`src/rtl/main_bus_arbiter.sv`:
```
// Main-bus arbiter between the CPU decode pipeline and one external master.
// Registered bus selects, with starvation and burst limits that bound each side's latency.
module main_bus_arbiter #(
    parameter int DATA_WIDTH   = 16,
    parameter int STARVE_LIMIT = 4,
    parameter int MAX_BURST    = 4
) (
    input  logic       clk,
    input  logic       rst,
    input  logic [3:0] cpu_assert,
    input  logic [3:0] cpu_load,
    input  logic       ext_req,
    input  logic [3:0] ext_assert,
    input  logic [3:0] ext_load,
    output logic [3:0] MainAssert,
    output logic [3:0] MainLoad,
    output logic       ext_gnt,
    output logic       pipe_stall,
    output logic       ext_owner
);

    localparam logic [3:0] STARVE_MAX = 4'(STARVE_LIMIT);
    localparam logic [3:0] BURST_MAX  = 4'(MAX_BURST);

    if (DATA_WIDTH < 1 || STARVE_LIMIT < 1 || STARVE_LIMIT > 15 ||
        MAX_BURST < 1 || MAX_BURST > 15) begin : g_param_check
        $error("main_bus_arbiter: parameter out of range");
    end

    typedef enum logic {
        CPU_OWN = 1'b0,
        EXT_OWN = 1'b1
    } state_t;

    state_t     state, state_nxt;
    logic [3:0] starve_cnt, starve_nxt;
    logic [3:0] burst_cnt, burst_nxt;
    logic [3:0] assert_nxt, load_nxt;
    logic       cpu_busreq;
    logic       grant_ext;

    always_ff @(posedge clk) begin
        if (rst) begin
            state      <= CPU_OWN;
            starve_cnt <= '0;
            burst_cnt  <= '0;
            MainAssert <= '0;
            MainLoad   <= '0;
            ext_gnt    <= 1'b0;
        end else begin
            state      <= state_nxt;
            starve_cnt <= starve_nxt;
            burst_cnt  <= burst_nxt;
            MainAssert <= assert_nxt;
            MainLoad   <= load_nxt;
            ext_gnt    <= grant_ext;
        end
    end

    always_comb begin
        cpu_busreq = (cpu_assert != 4'd0) || (cpu_load != 4'd0);
        grant_ext  = 1'b0;
        state_nxt  = CPU_OWN;
        starve_nxt = '0;
        burst_nxt  = '0;
        assert_nxt = cpu_assert;
        load_nxt   = cpu_load;

        if (state == CPU_OWN)
            grant_ext = ext_req && (!cpu_busreq || starve_cnt == STARVE_MAX);
        else
            grant_ext = ext_req && (burst_cnt < BURST_MAX);

        if (grant_ext) begin
            state_nxt  = EXT_OWN;
            assert_nxt = ext_assert;
            load_nxt   = ext_load;
            burst_nxt  = (state == EXT_OWN) ? burst_cnt + 4'd1 : 4'd1;
        end else if (ext_req && state == CPU_OWN) begin
            // Leaving EXT_OWN on an exhausted burst restarts the wait from zero.
            starve_nxt = (starve_cnt == STARVE_MAX) ? STARVE_MAX : starve_cnt + 4'd1;
        end
    end

    assign pipe_stall = grant_ext && cpu_busreq && !rst;
    assign ext_owner  = (state == EXT_OWN);

endmodule

```
`config.mk`:
```
export PLATFORM = sky130hd
export DESIGN_NAME = main_bus_arbiter
export DESIGN_NICKNAME = d
export VERILOG_FILES = /design/src/rtl/main_bus_arbiter.sv
export SDC_FILE = /design/constraint.sdc
export NUM_CORES = 1
export LEC_CHECK = 0
export ABC_CLOCK_PERIOD_IN_PS = 2300
export BUFFER_PORTS_ARGS = -buffer_cell sky130_fd_sc_hd__buf_4
export CORE_MARGIN = 1
export CORE_UTILIZATION = 47
export DETAILED_ROUTE_END_ITERATION = 8
export PLACE_DENSITY = 0.8
export SKIP_LAST_GASP = 1
export SLEW_MARGIN = 0
export SYNTH_ARGS = -nofsm -noshare
export SYNTH_HDL_FRONTEND = slang
export SYNTH_SLANG_ARGS = --single-unit
```
`constraint.sdc`:
```
create_clock -name clk -period 2.3 [get_ports clk]
set_input_delay 0.115 -clock clk [delete_from_list [all_inputs] [get_ports clk]]
set_output_delay 0.115 -clock clk [all_outputs]
set_load 0.02 [all_outputs]
```
==> results_dict.tcl, run 1 <==
set metrics [dict create \
    instances_no_fill 107 \
    path_class "flip-flop to output pin" \
    viasPerCell 5.05 \
    ctsResizeCount 0 \
    place_congestion 0.735 \
    cts_htree_levels 1 \
    wl_per_cell_um 12.4 \
    finalClockSkew_ns 0.00703 \
    p_clk_share_pct 29.2 \
    drc 0 \
    p_per_area_nw_per_um2 594 \
    yosys_warnings 0 \
    hold_viol 0 \
    ir_worst_vdd_mv 0.451 \
    vias 540 \
    hold_end "MainAssert[2]" \
    cts_made_buffers 3 \
    grt_pass1_vias 446 \
    clockRootBuffer "clkbuf_4" \
    rsz0062_at_grt "false" \
    critPathRequiredTime_ns 2.18 \
    io_buffers 29 \
    first_iter_violations 7 \
    drive_above_1_share_pct 39.1 \
    grt_pass1_wl_mm 1.94 \
    fin_crit_sh_pct 68.6 \
    final-max-slew-violation-count 0 \
    setup_viol 0 \
    r2r_end "MainLoad[1]" \
    hpwl_mm 1.05 \
    synth_cells 61 \
    p_switching_uw 122 \
    cts_sinks 17 \
    maxCapViolations 0 \
    syn_nets 83 \
    p_int_uw 411 \
    grt_max_degree 11 \
    ys_ff_latch 17 \
    crit_fanout 4 \
    hold_path_class "primary input to flip-flop" \
    synthToLayoutAreaGrowth_pct 37.4 \
    worst_ep_arrival_time_ns 1.46 \
    clk_transition_reported_paths_ns 0.09 \
    end_kind "output pin" \
    min_from "ext_assert[2]" \
    hold_buffers 0 \
    worstReg2RegStart "starve_cnt[0]" \
    fmax_mhz 634 \
    gr-total-overflow 0 \
    postSynthAreaPerCell_um2 10.7 \
    synth_cell_types 24 \
    p_comb_share_pct 12.9 \
    die_height_um 39.3 \
    swShare_pct 22.9 \
    layout.nets 115 \
    initial_utilization_pct 50.2 \
    diodes 0 \
    dieArea_um2 1540 \
    period_needed_ns 1.58 \
    hold_depth 2 \
    dp.cells 103 \
    ys_seq_area_share_pct 52.1 \
    start_kind "flip-flop" \
    placed_cell_area_um2 871 \
    cts_buffer_depth 2 \
    antenna_found_initial 0 \
    power_leakage_nw 0.422 \
    drt-total-wl_mm 1.33 \
    die_w_um 39.3 \
    cts_tree "built" \
    ff2ff_path_depth 6 \
    reg2reg_slack_ns 0.73 \
    run_status "finished clean" \
    first_pass_iters 3 \
    seq_power_share_pct 57.9 \
    antenna_left 0 \
    cts_setup_buffers 0 \
    insertion_delay_ns 0.29 \
    setup_tns_ns 0 \
    finish.instance_area_um2 897 \
    io-pin-count 30 \
    grt_usage_pct 19.0 \
    syn_area_um2 653 \
    core-area_um2 1300 \
    num_rows 13 \
]
metrics by stage:
stage	util [%]	worst slack, ns	power [mW]	hold slack (ns)
3_3_place_gp	66.9	0.730	0.383	0.334
4_1_cts	68.9	0.707	0.538	0.0308
5_1_grt	68.9	0.600	0.556	0.0351
6_report	68.9	0.722	0.533	0.0303
3_5_place_dp	66.9	0.688	0.385	0.335
2_1_floorplan	-	0.880	0.343	0.240
synthesized netlist by cell type:
| master | instances | area (um^2) |
|---|---|---|
| dfxtp_1 | 17 | 340 |
| a22o_1 | 8 | 70.1 |
| nor2_1 | 6 | 22.5 |
| inv_1 | 4 | 15.0 |
| ha_1 | 3 | 37.5 |
| nand2b_1 | 3 | 18.8 |
| nand2_1 | 2 | 7.51 |
| nand3_1 | 2 | 10.0 |
| a211oi_1 | 1 | 7.51 |
| a21boi_2 | 1 | 11.3 |
| a31oi_2 | 1 | 12.5 |
| and2b_1 | 1 | 7.51 |
| buf_4 | 1 | 7.51 |
| buf_6 | 1 | 11.3 |
| conb_1 | 1 | 3.75 |
| nand3b_1 | 1 | 7.51 |
| nor4_1 | 1 | 6.26 |
| o211ai_2 | 1 | 12.5 |
| o21ai_0 | 1 | 5.00 |
| o21ai_1 | 1 | 5.00 |
| or2_1 | 1 | 6.26 |
| or4_1 | 1 | 7.51 |
| or4_4 | 1 | 11.3 |
| xor2_1 | 1 | 8.76 |
power groups by stage:
stage                     Combinational (mW)  Clock, mW  Sequential, mW
final                                 0.0686      0.156           0.309
after global routing                  0.0743      0.171           0.310
after CTS                             0.0693      0.160           0.309
after detailed placement              0.0691          0           0.316
after global placement                0.0679          0           0.315
after floorplan                       0.0178          0           0.325
final cells by class:
class,instances,area (um^2)
clock buffer,4,26.3
fill,110,404
inverter,4,15.0
multi-input combinational,38,279
sequential,17,340
tap,15,18.8
timing repair buffer,29,218
how the worst max path moves through the flow:
stage,start,end,slack (ns),cells after the start
5_1_grt,starve_cnt[0],MainLoad[1],0.60,6
2_1_floorplan,ext_gnt,MainAssert[0],0.88,5
3_5_place_dp,cpu_assert[3],burst_cnt[0],0.69,5
6_report,starve_cnt[0],pipe_stall,0.72,5
4_1_cts,starve_cnt[0],MainLoad[1],0.71,6
3_3_place_gp,cpu_assert[3],burst_cnt[0],0.73,5
cells in the final DEF (no fill, tap or decap):
| cell | count |
|---|---|
| ha_1 | 3 |
| a21boi_2 | 1 |
| nand2_1 | 2 |
| clkbuf_4 | 3 |
| buf_4 | 29 |
| dfxtp_1 | 17 |
| a211oi_1 | 1 |
| nor4_1 | 1 |
| o211ai_2 | 1 |
| or4_4 | 1 |
| or4_1 | 1 |
| or2_1 | 1 |
| conb_1 | 1 |
| nand3_1 | 2 |
| clkbuf_1 | 1 |
| o21ai_1 | 1 |
| xor2_1 | 1 |
| and2b_1 | 1 |
| o21ai_0 | 1 |
| a31oi_2 | 1 |
| nand3b_1 | 1 |
| nor2_1 | 6 |
| nand2b_1 | 3 |
| inv_1 | 4 |
| a22o_1 | 8 |
critical path, stage by stage (launching register included):
cell,delay (ns)
dfxtp_1,0.35
inv_1,0.07
ha_1,0.17
nand3b_1,0.12
a211oi_1,0.28
buf_4,0.19
routing by layer:
layer  global-route usage (%)  vias to the layer above  wire length [um]
li1                         -                      272                 -
met1                     23.6                      247               554
met2                     31.3                       19               639
met3                     4.55                        2               110
met4                     7.76                        0                25
met5                        0                        -                 0
sequential cells by signal (all words and copies together), names as in the netlist:
signal and flops:
MainAssert 4, MainLoad 4, burst_cnt 4, starve_cnt 4, ext_gnt 1
cell families (layout without fill, tap and decap cells):
family          count (synthesis)  count (layout)  synth area share (%)
simple gates                   19              19                  16.1
flops                          17              17                  52.1
compound gates                 14              14                  19.0
buf+inv                         6              37                  5.17
fa+ha+maj                       3               3                  5.75
other cells                     1               1                 0.574
xor+xnor                        1               1                  1.34
No activity file was read; power rests on OpenSTA's default activity.
==> inputs of run 2 (changes only) <==
- ABC_CLOCK_PERIOD_IN_PS: 2300 -> 1500
- CORE_UTILIZATION: 47 -> 43
- PLACE_DENSITY: 0.8 -> 0.74
- clock period: 2.3 -> 1.5 ns (I/O delays scaled with it)
==> run 2 against run 1 <==
  * Clock skew hardly changed
  * Hold slack worse by 0.029 ns
  * Sequential share of layout area shrank 6.0 points
  * Sequential power increased by 53%
  * Register-to-register slack got worse by 0.71 ns
  * Count of clock-buffer cells in the layout unchanged
  * Critical path depth up 2
  * Total power is 62% higher
  * Sequential cell count unchanged
  * Global-route usage up 1.3 points
  * Via count rose by 12%
  * Largest cell class is now buffers
  * Largest power group unchanged
  * Highest routed layer unchanged
==> results_dict.tcl, run 2 (same netlist as run 1, synthesis figures left out) <==
set metrics [dict create \
    viasPerCell 4.91 \
    min_from "cpu_assert[0]" \
    diodes 0 \
    antenna_found_initial 0 \
    critPathRequiredTime_ns 1.70 \
    gr-total-overflow 0 \
    first_pass_iters 2 \
    reg2reg_slack_ns 0.02 \
    end_kind "flip-flop" \
    dieArea_um2 1680 \
    worst_ep_arrival_time_ns 1.68 \
    fin_crit_sh_pct 98.7 \
    period_needed_ns 1.48 \
    mostFrequentLayoutCell "buf_4" \
    drt-total-wl_mm 1.63 \
    vias 604 \
    io_buffers 29 \
    cts_setup_buffers 0 \
    clockRootBuffer "clkbuf_4" \
    ff2ff_path_depth 7 \
    path_class "flip-flop to flip-flop" \
    finalClockSkew_ns 0.00717 \
    hold_end "MainAssert[0]" \
    hold_viol 0 \
    grt_pass1_vias 526 \
    path_buf_inv 2 \
    hpwl_mm 1.02 \
    cts_tree "built" \
    run_status "finished clean" \
    grt_max_degree 10 \
    drc 0 \
    first_iter_violations 2 \
    setup_tns_ns 0 \
    cts_buffer_depth 2 \
    cts_sinks 17 \
    worstReg2RegStart "starve_cnt[0]" \
    layout.nets 131 \
    start_kind "flip-flop" \
    layout_common_cells "buf_4 (34), dfxtp_1 (15), dlygate4sd3_1 (9)" \
    setup_viol 0 \
    initial_utilization_pct 48.4 \
    crit_fanout 4 \
    grt_usage_pct 20.4 \
    place_congestion 0.752 \
    drive_above_1_share_pct 47.2 \
    fin_hold_ws_ns 0.000779 \
    fmax_mhz 675 \
    cp_cell_sequence "inv_2 > ha_4 > nand3b_1 > o211ai_2 > and2b_2 > buf_6 > a22o_1" \
    cts_htree_levels 1 \
    power_leakage_nw 0.500 \
    hold_path_class "primary input to flip-flop" \
    num_rows 13 \
    die_height_um 41.0 \
    finalPower_uw 865 \
    rsz0062_at_grt "true" \
    hold_depth 2 \
    fin_util_pct 79.4 \
    ir_worst_vdd_mv 0.713 \
    maxCapViolations 0 \
    max_stage_delay_ns 0.35 \
    r2r_end "MainLoad[0]" \
    grt_pass1_wl_mm 2.17 \
    antenna_left 0 \
    cp_top_family "simple AND/OR/NAND/NOR gates" \
    clk_transition_reported_paths_ns 0.11 \
    crit_cells 7 \
    synthToLayoutAreaGrowth_pct 64.2 \
    insertion_delay_ns 0.29 \
    core-area_um2 1350 \
    final-max-slew-violation-count 0 \
    slowest_stage "dfxtp_2" \
    cts_made_buffers 3 \
    io-pin-count 30 \
    wl_per_cell_um 13.2 \
    p_per_area_nw_per_um2 807 \
    die_w_um 41.0 \
]
## run 2: changes by cell type in the layout (fill, tap and decap cells not counted), sizes merged
cell / before / now
dlygate4sd3: 0 / 9
buf: 29 / 36
## run 2: worst max-delay path by stage
stage                         end          start  slack (ns)
floorplan           MainAssert[0]        ext_gnt        0.08
global placement    MainAssert[3]  cpu_assert[3]        0.02
detailed placement  MainAssert[0]    cpu_load[3]       0.007
CTS                    pipe_stall   burst_cnt[3]        0.02
global route          MainLoad[0]  starve_cnt[1]       -0.06
finish                MainLoad[0]  starve_cnt[0]        0.02
## run 2: metal layers
layer  wire, um  vias to the layer above  share of wire, %  track usage, %
met3        111                        4               6.8            3.26
met2        886                       21                55            41.0
met5          0                        -                 0               0
met1        607                      272                37            19.0
met4         20                        0               1.2            10.0
li1           -                      307                 -               -
## run 2: what timing repair did
action / 4_1_cts / 5_1_grt
hold buffers: 4 / 5
endpoints found under the hold margin: 3 / 3
endpoints found under the setup margin: 5 / 9
resized for setup: 5 / 6
pin swaps: 0 / 7
## run 2: per-stage QoR
step,worst slack [ns],instances,cell area (um^2)
6_report,0.0192,123,1070
5_1_grt,-0.0586,123,1070
4_1_cts,0.0169,118,1000
3_5_place_dp,0.00718,110,923
3_3_place_gp,0.0158,110,923
2_1_floorplan,0.0803,61,653
## run 2: area by class of cell
class                           count  area, um^2
Clock buffer                        4        26.3
Fill cell                          85         278
Inverter                            4        15.0
Multi-Input combinational cell     38         302
Sequential cell                    17         343
Tap cell                           15        18.8
Timing Repair Buffer               45         368
## run 2: report_power, final
group	internal (mW)	switching, mW	leakage [nW]
combinational	0.0820	0.0556	0.345
clock	0.103	0.150	0.0150
sequential	0.468	0.00607	0.141
